--- src/rtl/pipe_ctrl_pkg.sv ---
// -----------------------------------------------------------------------------
// pipe_ctrl_pkg
// Definitions shared by the pipeline hazard controller and its wait timer:
//   - REG_IDX_W / REG_ZERO : register index width and the hard-wired zero reg
//   - state_e              : hazard FSM encoding (RUN=0, MEM_WAIT=1)
//   - ctrl_t               : bundle of stage-register enables/flushes/bubble
//   - load_use_hit()       : load-use dependency check between EX and ID
// No ports (package).
// -----------------------------------------------------------------------------
package pipe_ctrl_pkg;

  localparam int REG_IDX_W = 5;
  localparam logic [REG_IDX_W-1:0] REG_ZERO = 5'd0;

  localparam int WAIT_CNT_W = 16;

  typedef enum logic {
    RUN      = 1'b0,
    MEM_WAIT = 1'b1
  } state_e;

  typedef struct packed {
    logic pc_write;
    logic ifid_write;
    logic idex_write;
    logic exmem_write;
    logic ifid_flush;
    logic idex_flush;
    logic memwb_bubble;
  } ctrl_t;

  // Pipeline advancing normally.
  localparam ctrl_t CTRL_RUN    = 7'b1111_000;
  // Values held while reset is asserted.
  localparam ctrl_t CTRL_RESET  = 7'b0000_000;
  // Data memory busy: freeze PC..EX/MEM, push a bubble into MEM/WB.
  localparam ctrl_t CTRL_MEM    = 7'b0000_001;
  // Taken branch: keep advancing but squash the two younger instructions.
  localparam ctrl_t CTRL_BRANCH = 7'b1111_110;
  // Load-use: hold PC and IF/ID one cycle, insert a NOP into ID/EX.
  localparam ctrl_t CTRL_LDUSE  = 7'b0011_010;

  // A load writing r0 never creates a dependency because r0 is constant.
  function automatic logic load_use_hit(
    input logic                 memread,
    input logic [REG_IDX_W-1:0] ex_rt,
    input logic [REG_IDX_W-1:0] id_rs,
    input logic [REG_IDX_W-1:0] id_rt
  );
    return memread && (ex_rt != REG_ZERO) && ((ex_rt == id_rs) || (ex_rt == id_rt));
  endfunction

endpackage

--- src/rtl/pipe_wait_timer.sv ---
// -----------------------------------------------------------------------------
// pipe_wait_timer
// Saturating up-counter used as the data-memory wait watchdog.
// Ports:
//   clk_i    : clock, rising edge
//   rst_i    : asynchronous active-low reset (count -> 0)
//   clear_i  : load zero (takes priority over enable_i)
//   enable_i : count one more wait cycle, stopping at WAIT_MAX
//   hit_o    : the count reaches WAIT_MAX at the coming clock edge
// Parameter WAIT_MAX (1..65535): saturation value.
// -----------------------------------------------------------------------------
module pipe_wait_timer
  import pipe_ctrl_pkg::*;
#(
  parameter int unsigned WAIT_MAX = 255
) (
  input  logic clk_i,
  input  logic rst_i,
  input  logic clear_i,
  input  logic enable_i,
  output logic hit_o
);

  localparam logic [WAIT_CNT_W-1:0] MAX_V = WAIT_CNT_W'(WAIT_MAX);

  logic [WAIT_CNT_W-1:0] cnt_q, cnt_d;

  always_comb begin
    cnt_d = cnt_q;
    if (clear_i) begin
      cnt_d = '0;
    end else if (enable_i && (cnt_q != MAX_V)) begin
      cnt_d = cnt_q + 1'b1;
    end
  end

  // Reported together with the edge that loads MAX_V so the sticky flag
  // upstream rises on the same edge as the count.
  assign hit_o = enable_i && !clear_i && (cnt_d == MAX_V);

  always_ff @(posedge clk_i or negedge rst_i) begin
    if (!rst_i) begin
      cnt_q <= '0;
    end else begin
      cnt_q <= cnt_d;
    end
  end

endmodule

--- src/rtl/pipe_hazard_ctrl.sv ---
// -----------------------------------------------------------------------------
// pipe_hazard_ctrl
// Hazard controller for a 5-stage pipeline: data-memory wait stalls, taken
// branch flushes and load-use interlocks, plus a sticky memory-wait watchdog.
// Priority: memory stall > branch flush > load-use.
// Ports:
//   clk_i, rst_i          : clock (rising edge), async active-low reset
//   IFID_rs_i, IFID_rt_i  : source registers of the instruction in ID
//   IDEX_MemRead_i        : instruction in EX is a load
//   IDEX_rt_i             : destination register of that load
//   EX_branch_taken_i     : branch/jump resolved taken in EX
//   MEM_req_i, MEM_ack_i  : data-memory request / completion in MEM
//   PC_write_o, IFID_write_o, IDEX_write_o, EXMEM_write_o : load enables
//   IFID_flush_o, IDEX_flush_o : load NOP into that stage register
//   MEMWB_bubble_o        : MEM/WB loads zero control
//   mem_timeout_o         : sticky watchdog flag, cleared only by reset
//   stall_cnt_o           : (HAZARD_PERF_CNT_EN only) cycles with PC_write_o=0
// Optional feature macro: HAZARD_PERF_CNT_EN.
// -----------------------------------------------------------------------------
module pipe_hazard_ctrl
  import pipe_ctrl_pkg::*;
#(
  parameter int unsigned WAIT_MAX = 255
) (
  input  logic                 clk_i,
  input  logic                 rst_i,
  input  logic [REG_IDX_W-1:0] IFID_rs_i,
  input  logic [REG_IDX_W-1:0] IFID_rt_i,
  input  logic                 IDEX_MemRead_i,
  input  logic [REG_IDX_W-1:0] IDEX_rt_i,
  input  logic                 EX_branch_taken_i,
  input  logic                 MEM_req_i,
  input  logic                 MEM_ack_i,
  output logic                 PC_write_o,
  output logic                 IFID_write_o,
  output logic                 IDEX_write_o,
  output logic                 EXMEM_write_o,
  output logic                 IFID_flush_o,
  output logic                 IDEX_flush_o,
  output logic                 MEMWB_bubble_o,
  output logic                 mem_timeout_o
`ifdef HAZARD_PERF_CNT_EN
  ,
  output logic [31:0]          stall_cnt_o
`endif
);

  state_e state_q, state_d;
  logic   timeout_q, timeout_d;
  logic   mem_stall;
  logic   timer_clear, timer_enable, timer_hit;
  ctrl_t  ctrl;

  // Stall is decided purely from the live request/ack pair, so the first
  // request cycle stalls immediately and an ack releases in its own cycle.
  assign mem_stall = MEM_req_i & ~MEM_ack_i;

  always_comb begin
    state_d = state_q;
    unique case (state_q)
      RUN:      if (mem_stall) state_d = MEM_WAIT;
      MEM_WAIT: if (MEM_ack_i) state_d = RUN;
      default:  state_d = RUN;
    endcase
  end

  // Output decode; reset gates the outputs combinationally so they drop
  // as soon as rst_i falls, not on the next edge.
  always_comb begin
    ctrl = CTRL_RUN;
    if (!rst_i) begin
      ctrl = CTRL_RESET;
    end else if (mem_stall) begin
      ctrl = CTRL_MEM;
    end else if (EX_branch_taken_i) begin
      ctrl = CTRL_BRANCH;
    end else if (load_use_hit(IDEX_MemRead_i, IDEX_rt_i, IFID_rs_i, IFID_rt_i)) begin
      // One cycle only: the NOP placed in ID/EX has MemRead=0.
      ctrl = CTRL_LDUSE;
    end
  end

  assign PC_write_o     = ctrl.pc_write;
  assign IFID_write_o   = ctrl.ifid_write;
  assign IDEX_write_o   = ctrl.idex_write;
  assign EXMEM_write_o  = ctrl.exmem_write;
  assign IFID_flush_o   = ctrl.ifid_flush;
  assign IDEX_flush_o   = ctrl.idex_flush;
  assign MEMWB_bubble_o = ctrl.memwb_bubble;

  // Watchdog: restart on entry to MEM_WAIT, count MEM_WAIT cycles without ack.
  assign timer_clear  = (state_q == RUN) && mem_stall;
  assign timer_enable = (state_q == MEM_WAIT) && !MEM_ack_i;

  pipe_wait_timer #(
    .WAIT_MAX (WAIT_MAX)
  ) u_timer (
    .clk_i    (clk_i),
    .rst_i    (rst_i),
    .clear_i  (timer_clear),
    .enable_i (timer_enable),
    .hit_o    (timer_hit)
  );

  assign timeout_d     = timeout_q | timer_hit;
  assign mem_timeout_o = timeout_q;

  always_ff @(posedge clk_i or negedge rst_i) begin
    if (!rst_i) begin
      state_q   <= RUN;
      timeout_q <= 1'b0;
    end else begin
      state_q   <= state_d;
      timeout_q <= timeout_d;
    end
  end

`ifdef HAZARD_PERF_CNT_EN
  logic [31:0] stall_cnt_q, stall_cnt_d;

  // Free-running, wraps naturally at 2^32.
  assign stall_cnt_d = stall_cnt_q + 32'(!ctrl.pc_write);
  assign stall_cnt_o = stall_cnt_q;

  always_ff @(posedge clk_i or negedge rst_i) begin
    if (!rst_i) begin
      stall_cnt_q <= '0;
    end else begin
      stall_cnt_q <= stall_cnt_d;
    end
  end
`endif

endmodule

--- config.mk ---
export PLATFORM = sky130hd
export DESIGN_NAME = pipe_hazard_ctrl
export DESIGN_NICKNAME = d
export VERILOG_FILES = /design/src/rtl/pipe_ctrl_pkg.sv /design/src/rtl/pipe_wait_timer.sv /design/src/rtl/pipe_hazard_ctrl.sv
export SDC_FILE = /design/constraint.sdc
export NUM_CORES = 1
export LEC_CHECK = 0
export CAP_MARGIN = 40
export CORE_UTILIZATION = 60
export CTS_CLUSTER_DIAMETER = 80
export DETAILED_ROUTE_END_ITERATION = 10
export DONT_BUFFER_PORTS = 1
export HOLD_SLACK_MARGIN = 0.15
export PLACE_DENSITY = 0.76
export REMOVE_ABC_BUFFERS = 1
export SLEW_MARGIN = 20
export SYNTH_ARGS = -nofsm -noshare
export SYNTH_HDL_FRONTEND = slang
export SYNTH_SLANG_ARGS = --single-unit
--- constraint.sdc ---
create_clock -name clk_i -period 2.55 [get_ports clk_i]
set_input_delay 0 -clock clk_i [delete_from_list [all_inputs] [get_ports clk_i]]
set_output_delay 0 -clock clk_i [all_outputs]
set_load 0.02 [all_outputs]
### After elaboration in Yosys (flattened, before gate mapping)

Index checks and enable logic that the tools add are counted.

* register bits: 18
* logic and storage cells: 32
* output and inout bits: 8

* multiplexer cells: 9
* eq/ne operators: 4
* bitwise gates (word level): 4
* add/sub/neg operators: 1
* reductions and logical operators: 11

Operator list (count)
* two-way mux 16 bit: 2
* two-way mux 7 bit: 4
* adder 16 x 1 -> 16 bit, second input constant: 1
* equality test 16 x 8 -> 1 bit, second input constant: 1
* != test 16 x 8 -> 1 bit, second input constant: 1
* equality test 5 bit: 2
* logical AND 1 bit: 7
* nonzero test 5 bit: 1
* logical NOT 1 bit: 2
* two-way mux 1 bit: 2
* inverter 1 bit: 2
* one-hot mux 1 bit (2 select lines): 1
* bitwise AND 1 bit: 1
* logical OR 1 bit: 1
* bitwise OR 1 bit: 1

### Depth between registers and ports, before layout

* depth in word-level cells: 8
* mapped depth: 8
* mapped depth without buffers: 7

### Cells and area by module

A second synthesis with hierarchy kept.

* cells, all modules: 152
* area total of the unflattened synthesis: 1347.5 µm²

By module, submodules not included
* pipe_wait_timer: area each 1083.5 µm², times used 1, cells an instance 117
* pipe_hazard_ctrl: area each 264.0 µm², times used 1, cells an instance 35

### Least setup slack after synthesis

No wires, ideal clock.

* kind: register to register
* start: register u_timer.cnt_q[9]
* end: register timeout_q (netlist: mem_timeout_o)
* arrival: 2.192 ns
* clock period less this slack: 2.259 ns
* path slack: 0.291 ns
* cell stages (with the launch flop): 8
* data required time: 2.484 ns
* buffers on the path: 1
* cell sequence: dfrtp_1 -> or4_4 -> or4_4 -> buf_6 -> a31oi_4 -> a21oi_2 -> nor4b_2 -> a41o_1

* cells in the longest elaborated chain, start to end: 7

Ends and longest elaborated chain
* start, declared: line pipe_wait_timer.sv:26 `logic [WAIT_CNT_W-1:0] cnt_q, cnt_d;`
* start signal, assigned: line pipe_wait_timer.sv:45 `cnt_q <= cnt_d;`
* branches (longest 2 deep; another with adder 16 x 1 -> 16 bit)
* two-way mux 16 bit *: line pipe_wait_timer.sv:32 `end else if (enable_i && (cnt_q != MAX_V)) begin`
* two-way mux 16 bit *: line pipe_wait_timer.sv:30 `if (clear_i) begin`
* equality test 16 x 8 -> 1 bit *: line pipe_wait_timer.sv:39 `assign hit_o = enable_i && !clear_i && (cnt_d == MAX_V);`
* logical AND 1 bit *: line pipe_wait_timer.sv:39
* bitwise OR 1 bit *: line pipe_hazard_ctrl.sv:105 `assign timeout_d = timeout_q | timer_hit;`
* named net timeout_d: line pipe_hazard_ctrl.sv:49 `logic timeout_q, timeout_d;`
* end signal, assigned: line pipe_hazard_ctrl.sv:114 `timeout_q <= timeout_d;`
* end, declared: line pipe_hazard_ctrl.sv:49

Mark *: on every way through the listed nets, which the timed path passes.

### Worst setup path in the final report

Ends and elaborated chain as after synthesis.

==> run metrics <==
VDD IR-drop max=0.280 mV; metal3 WL=215 µm; Port Buffers=0; final worst path period need=2.30 ns; clock root cell=clkbuf_4; Pwr Density=429 nW/µm²; Yosys top cell area share=34.8%; RR Startpoint=u_timer.cnt_q[9]; worst reg-to-reg path cell count=6; most common cell after layout, fill and taps aside=nor2_1; WHS Path Cells=2; synthesized area=1290 µm²; fraction of layout cells with a size suffix above 1=8.75%; drt first pass iters=4; post-CTS setup buffer count=0; Max Cap Viol=0; Final setup viols=0; Hold Path End=IFID_flush_o; number of synthesized flops with an enable pin=0; Worst Setup End Kind=register; gr usage total=25.8%; first-pass GRT wire length=4.70 mm; drt total wl=2.82 mm; fin. max-slew vios=0; DR DRC count=0; IO Pins=29; synthesis warning total=0; Post-Syn Instances=154; Synth area leader=dfrtp_1; area grow syn2layout=8.71%; ys async rst share=100%; Post-CTS Hold Fix Bufs=4; syn_area_per_cell=8.39 µm²; Max Root-Sink Buffers=2; top_reg_cell synth=dfrtp_1; worst-skew pair later-pin latency=0.30 ns; CTS tree=built; Cell Rows=16; drt via density=6.16; Netlist cell types=33; pin slew with the least headroom to its limit=0.848 ns; DR vias=1152; DIE HEIGHT=48.4 µm; Seq cells post-synth=18; r2r endpoint=mem_timeout_o; Critical Path AT=2.54 ns; fillers=154; RSZ-0062 raised after global routing=no; DR top layer=met4; initial DRC count=49; status=finished, final reports clean; Max Freq=434 MHz; die width=48.4 µm; # diodes=0; routed length per instance=15.1 µm; Worst setup SP type=register; Starting Density=64.6%; vias in the first global route=1055; most frequent cells in the layout=nor2_1, dfrtp_1, xor2_1; number of H-tree levels=1; Sink Count=18; CP max FO=6; GRT overflow=0; wire length on met2=1.34 mm; remaining antenna violation count after routing=0; Total Power=0.603 mW; Final Hold Fails=0; Static Leak=0.589 nW; Die Area=2340 µm²; critical path class=reg2reg; Hold Slack=0.151 ns; Detail Placement HPWL=1.99 mm; Metal-1 WL=1.23 mm; reg2reg setup slack=0.25 ns; required time worst endpoint=2.79 ns; Worst Hold Launch=EX_branch_taken_i; Fin Setup TNS=0 ns; final worst-path cycle share=90.3%; Core Box Area=2000 µm²; Inserted Clock Buffers=3; initial antenna violation count=0; Area contributors post-synth=dfrtp_1, xor2_1, nor2_1; Placer Congestion=0.945; largest net degree at the start of global routing=20; worst rel slew slack=43.6%; worst min-delay path category=in2out; Reg clk slew, reported paths=0.10 ns; Worst Skew=0.00755 ns; Seq/Total Area, Yosys=34.8%; Final #Nets=183; PostCTS Resize Cnt=0
-- worst max-delay path by stage --
stage                startpoint            end  slack, ns  depth (start not counted)
2_1_floorplan  u_timer.cnt_q[9]  mem_timeout_o       0.33                          6
4_1_cts        u_timer.cnt_q[9]  mem_timeout_o       0.25                          6
3_3_place_gp   u_timer.cnt_q[9]  mem_timeout_o       0.30                          6
6_report       u_timer.cnt_q[9]  mem_timeout_o       0.25                          6
3_5_place_dp   u_timer.cnt_q[9]  mem_timeout_o       0.28                          6
5_1_grt        u_timer.cnt_q[0]  mem_timeout_o       0.09                          7
-- flip-flops by register name (all words and copies together), names as in the netlist --
register and cells:
mem_timeout_o 1, state_q 1, u_timer.cnt_q 16
-- cells in the mapped netlist (3+ instances only) --
library cell,instances
nand4_1,5
xnor2_1,12
nor3_1,8
xor2_1,14
buf_2,3
nand2_1,11
nand3b_1,3
nor4_1,3
o21ai_0,3
or4_1,3
nand3_1,9
dfrtp_1,18
inv_1,4
a21oi_1,6
nor2_1,28
-- per-layer routing --
metal | up-vias | GRT usage [%]
met5 | - | 0
met4 | 0 | 4.90
met3 | 6 | 5.66
met2 | 57 | 42.7
met1 | 541 | 35.0
li1 | 548 | -
-- metrics by stage --
step                cell area [µm²]  cells  worst slack [ns]  util, %
CTS                            1380    185             0.250     68.9
detailed placement             1300    177             0.279     65.1
finish                         1410    187             0.247     70.2
global placement               1300    177             0.298     65.1
global route                   1410    187            0.0927     70.2
floorplan                      1250    147             0.333        -
-- final cells by class --
class                           instances  area (µm²)  area share, %
Clock buffer                            4        36.3           2.58
Timing Repair Buffer                    9        87.6           6.23
Inverter                                4        15.0           1.07
Sequential cell                        18         450           32.1
Multi-Input combinational cell        125         782           55.7
Tap cell                               27        33.8           2.40
-- report_power, final --
group	internal (mW)	leakage, nW	switching [mW]	total [mW]
Clock	0.0871	0.0210	0.0909	0.178
Sequential	0.299	0.248	0.0229	0.322
Combinational	0.0436	0.320	0.0600	0.104
Total	0.429	0.589	0.174	0.603
-- cell families (layout without fill, tap and decap cells) --
family / count (synthesis) / in the layout / synth area share (%)
compound gates: 15 / 15 / 8.33
xor+xnor: 26 / 26 / 17.6
fa+ha+maj: 1 / 1 / 0.968
buf+inv: 11 / 17 / 4.65
flops: 18 / 18 / 34.8
simple gates: 83 / 83 / 33.6
-- worst max-delay path: stages, from the launching register on --
cell and delay, ns:
dfrtp_1 0.44, or4_4 0.55, or4_4 0.58, a31oi_4 0.19, a21oi_2 0.05, nor4b_2 0.24, a41o_1 0.19
Note: power is estimated with default switching activity, not from simulation.
